## src/rtl/grf_wb_arbiter.sv

```systemverilog
// Round-robin write-back arbiter for the register file's single write port.
// Channel 0 is the main pipeline and channel 1 the mul/div unit; the winner is registered onto the port.
module grf_wb_arbiter #(
   parameter int unsigned AW = 5,
   parameter int unsigned DW = 32
) (
   input  logic          clk,
   input  logic          reset,
   input  logic          wb_stall,
   input  logic          v0,
   input  logic [AW-1:0] a0,
   input  logic [DW-1:0] d0,
   input  logic [DW-1:0] pc0,
   output logic          r0,
   input  logic          v1,
   input  logic [AW-1:0] a1,
   input  logic [DW-1:0] d1,
   input  logic [DW-1:0] pc1,
   output logic          r1,
   output logic          we,
   output logic [AW-1:0] a3,
   output logic [DW-1:0] wd3,
   output logic [DW-1:0] wpc,
   output logic          gnt_id
);

   logic prio_q, prio_d;
   logic xfer;

   // Grants are mutually exclusive; a tie goes to the channel named by prio_q.
   always_comb begin
      r0 = 1'b0;
      r1 = 1'b0;
      if (!reset && !wb_stall) begin
         if (v0 && (!v1 || !prio_q)) begin
            r0 = 1'b1;
         end else if (v1) begin
            r1 = 1'b1;
         end
      end
   end

   assign xfer = r0 | r1;

   always_comb begin
      prio_d = prio_q;
      if (xfer) begin
         prio_d = ~r1;
      end
   end

   always_ff @(posedge clk) begin
      if (reset) begin
         prio_q <= 1'b0;
         we     <= 1'b0;
         a3     <= '0;
         wd3    <= '0;
         wpc    <= '0;
         gnt_id <= 1'b0;
      end else begin
         prio_q <= prio_d;
         we     <= xfer;
         // Address, data and pc hold their last value when no write happens.
         if (xfer) begin
            a3     <= r1 ? a1 : a0;
            wd3    <= r1 ? d1 : d0;
            wpc    <= r1 ? pc1 : pc0;
            gnt_id <= r1;
         end
      end
   end

endmodule

```

## config.mk

```make
export PLATFORM = sky130hd
export DESIGN_NAME = grf_wb_arbiter
export DESIGN_NICKNAME = d
export VERILOG_FILES = /design/src/rtl/grf_wb_arbiter.sv
export SDC_FILE = /design/constraint.sdc
export NUM_CORES = 1
export LEC_CHECK = 0
export ABC_AREA = 1
export CAP_MARGIN = 10
export CORE_MARGIN = 5
export CORE_UTILIZATION = 57
export DETAILED_ROUTE_END_ITERATION = 10
export DONT_BUFFER_PORTS = 1
export GPL_ROUTABILITY_DRIVEN = 0
export PLACE_DENSITY_LB_ADDON = 0.2
export SLEW_MARGIN = 25
export SYNTH_ARGS = -nofsm -noshare
export SYNTH_HDL_FRONTEND = slang
export SYNTH_SLANG_ARGS = --single-unit
```

## constraint.sdc

```tcl
create_clock -name clk -period 1.25 [get_ports clk]
set_clock_uncertainty 0.15 [all_clocks]
set_input_delay 0.1875 -clock clk [delete_from_list [all_inputs] [get_ports clk]]
set_output_delay 0.1875 -clock clk [all_outputs]
set_load 0.01 [all_outputs]
```

==> run metrics <==
area fraction of the dominant cell type after synthesis=0.369; via count=5244; Worst Setup Start Kind=register; Avg WL per Cell=21.4 um; CP Data Arrival Time=1.70 ns; Initial Utilization=0.581; sequential share of the synthesized area=0.369; Yosys top cell by area=dfxtp_1; initial DRC count=584; reg2reg start=prio_q; cells after synthesis=620; clk slew on worst S/H paths=0.07 ns; Tightest Pin Transition=0.440 ns; layout cell share with drive strength beyond 1=0.131; CP endpoint=wpc[15]; largest net degree at the start of global routing=72; CP max FO=17; most frequent cells in the layout=nor2_1 (186), dlygate4sd3_1 (139), dfxtp_1 (71); nets=900; worst-case clock buffer depth=2; reg2reg path depth=9; critical path class=reg -> reg; most common cell after layout, fill and taps aside=nor2_1; met1 Resource Use GR=0.405; met3 Usage GRT=0.132; utilization after layout=0.927; RSZ-0062 raised after global routing=true; status=complete, but fails checks; Critical path origin=prio_q; CP Data Required Time=1.34 ns; H-tree levels=3; busiest grt layer=met2; met2 Use GR=0.617; Die ar.=0.00861 mm^2; grt total ovfl=0; Clock Latency Late Sink=0.35 ns; Fin. Hold Viols=7; peak supply drop=0.733 mV; Peak Freq=0.619 GHz; Hold Slack=-0.0192 ns; syn_nets=763; vias in the first global route=5178; Mapped Area=0.00391 mm^2; detailed placer's ending HPWL=7640 um; DR DRC count=0; Root Buffer Master=clkbuf_8; min setup slack post-route=-0.365 ns; Tot Pwr=6.25 mW; Area Overhead vs Synth=59.4%; Ys Warns=0; Rel. slew slack=0.706; first-pass GRT wire length=25700 um; num rows=30; Post-Place Cells=668; final setup fails=73; Synth area leaders=dfxtp_1 (37%), nor2_1 (20%), nand4_1 (11%), o21ai_0 (7.2%), inv_1 (6.8%); leakage power=2.69 nW; number of iterations in the first detailed-routing pass=6; Port Buf Inserts=0; drt via density=6.23; #FFs+latches synth=72; antenna-violating nets left=0; Syn Area/Cell=6.30 um^2; Critical Path Sink Type=register; pwr dens=1000 mW/mm^2; fin cells=842; CTS Buf Count=9; initial antenna violation count=1; HP Class=in -> reg; Die Wd=92.8 um; fin crit period=1.62 ns; Synth cell types=17; maxcap violations=0; period utilisation layout=1.29; DIE HEIGHT=92.8 um; Global Route Usage Sum=0.377; failing checks=hold timing, setup timing; drt total wl=18000 um; Slew Viols, Final=0; Worst R2R Setup Slack=-0.37 ns; Crit Reg-Reg Endpoint=wpc[15]; CTS tree=yes; CTS Sinks=72; IO Pins=216; Core ar.=0.00672 mm^2
-- worst max-delay path, cell delays in order, from the launching register on --
cell and delay [ns]:
dfxtp_2 0.36, nand2_4 0.07, nand2_4 0.08, inv_4 0.04, nor2_4 0.16, buf_12 0.19, buf_12 0.16, nor2_1 0.06
nor2_1 0.18, nor2_1 0.06
-- worst min-delay path by stage --
stage | start | endpoint | slack, ns | depth (start not counted)
6_report | v1 | wd3[27] | -0.02 | 4
5_1_grt | v1 | wd3[17] | 0.003 | 4
4_1_cts | v1 | wpc[14] | -0.05 | 4
3_5_place_dp | reset | gnt_id | 0.11 | 1
3_3_place_gp | reset | gnt_id | 0.11 | 1
2_1_floorplan | reset | gnt_id | 0.11 | 1
-- stage by stage --
step	cell area, um^2	TNS, ns	hold slack [ns]	setup WS (ns)
2_1_floorplan	3930	-3.10	0.110	-0.0468
3_3_place_gp	3990	-5.54	0.113	-0.118
3_5_place_dp	3990	-8.04	0.113	-0.156
4_1_cts	6040	-15.27	-0.0501	-0.290
5_1_grt	6230	-22.83	0.00309	-0.453
6_report	6230	-18.64	-0.0192	-0.365
-- power by group --
| group | total (mW) | internal, mW | switching (mW) | leakage (nW) |
|---|---|---|---|---|
| logic | 1.54 | 0.789 | 0.747 | 2.00 |
| clock network | 1.99 | 1.11 | 0.880 | 0.103 |
| registers | 2.73 | 2.48 | 0.249 | 0.594 |
| total | 6.25 | 4.38 | 1.88 | 2.69 |
-- state kept, by name, summed over array words and instances (netlist names) --
signal,cells
prio_q,1
a3,5
wpc,32
gnt_id,1
we,1
wd3,32
-- synth_stat cells --
| cell type | instances |
|---|---|
| clkbuf_1 | 25 |
| nor2_1 | 208 |
| nor2_4 | 2 |
| a21oi_1 | 1 |
| buf_2 | 11 |
| o21ai_0 | 56 |
| buf_6 | 12 |
| nand3_2 | 1 |
| dfxtp_1 | 72 |
| inv_2 | 1 |
| inv_1 | 71 |
| nand4_1 | 69 |
| nand2_2 | 4 |
| buf_4 | 3 |
| nand3_1 | 1 |
| nand2_1 | 70 |
| o21ai_1 | 13 |
-- cell families (layout without fill, tap and decap cells) --
group / count (synthesis) / in the layout / synth area share
simple gates: 355 / 356 / 0.394
buf+inv: 123 / 263 / 0.148
flops: 72 / 72 / 0.369
compound gates: 70 / 70 / 0.0897
other cells: 0 / 1 / 0
-- timing repair --
| action | 4_1_cts | 5_1_grt |
|---|---|---|
| gates cloned | 11 | 4 |
| buffers inserted | 5 | 1 |
| hold buffers | 138 | 1 |
| hold endpoints to repair | 70 | 5 |
| resized for setup | 51 | 60 |
| pin swaps | 12 | 27 |
| setup endpoints to repair | 71 | 74 |
-- layer usage --
layer	wire length, um	part of all wire
met1	5850	0.32
met2	8450	0.47
met3	2460	0.14
met4	1250	0.069
met5	0	0
-- final cells by class --
| cell class | count | area, um^2 |
|---|---|---|
| clock buffers | 11 | 131 |
| well taps | 80 | 100 |
| clock inverters | 4 | 70.1 |
| fillers | 242 | 492 |
| flip-flops and latches | 72 | 1440 |
| diodes | 1 | 2.50 |
| inverters | 72 | 278 |
| multi-input cells | 426 | 2070 |
| repair buffers | 176 | 2130 |
No activity file was read; power rests on OpenSTA's default activity.
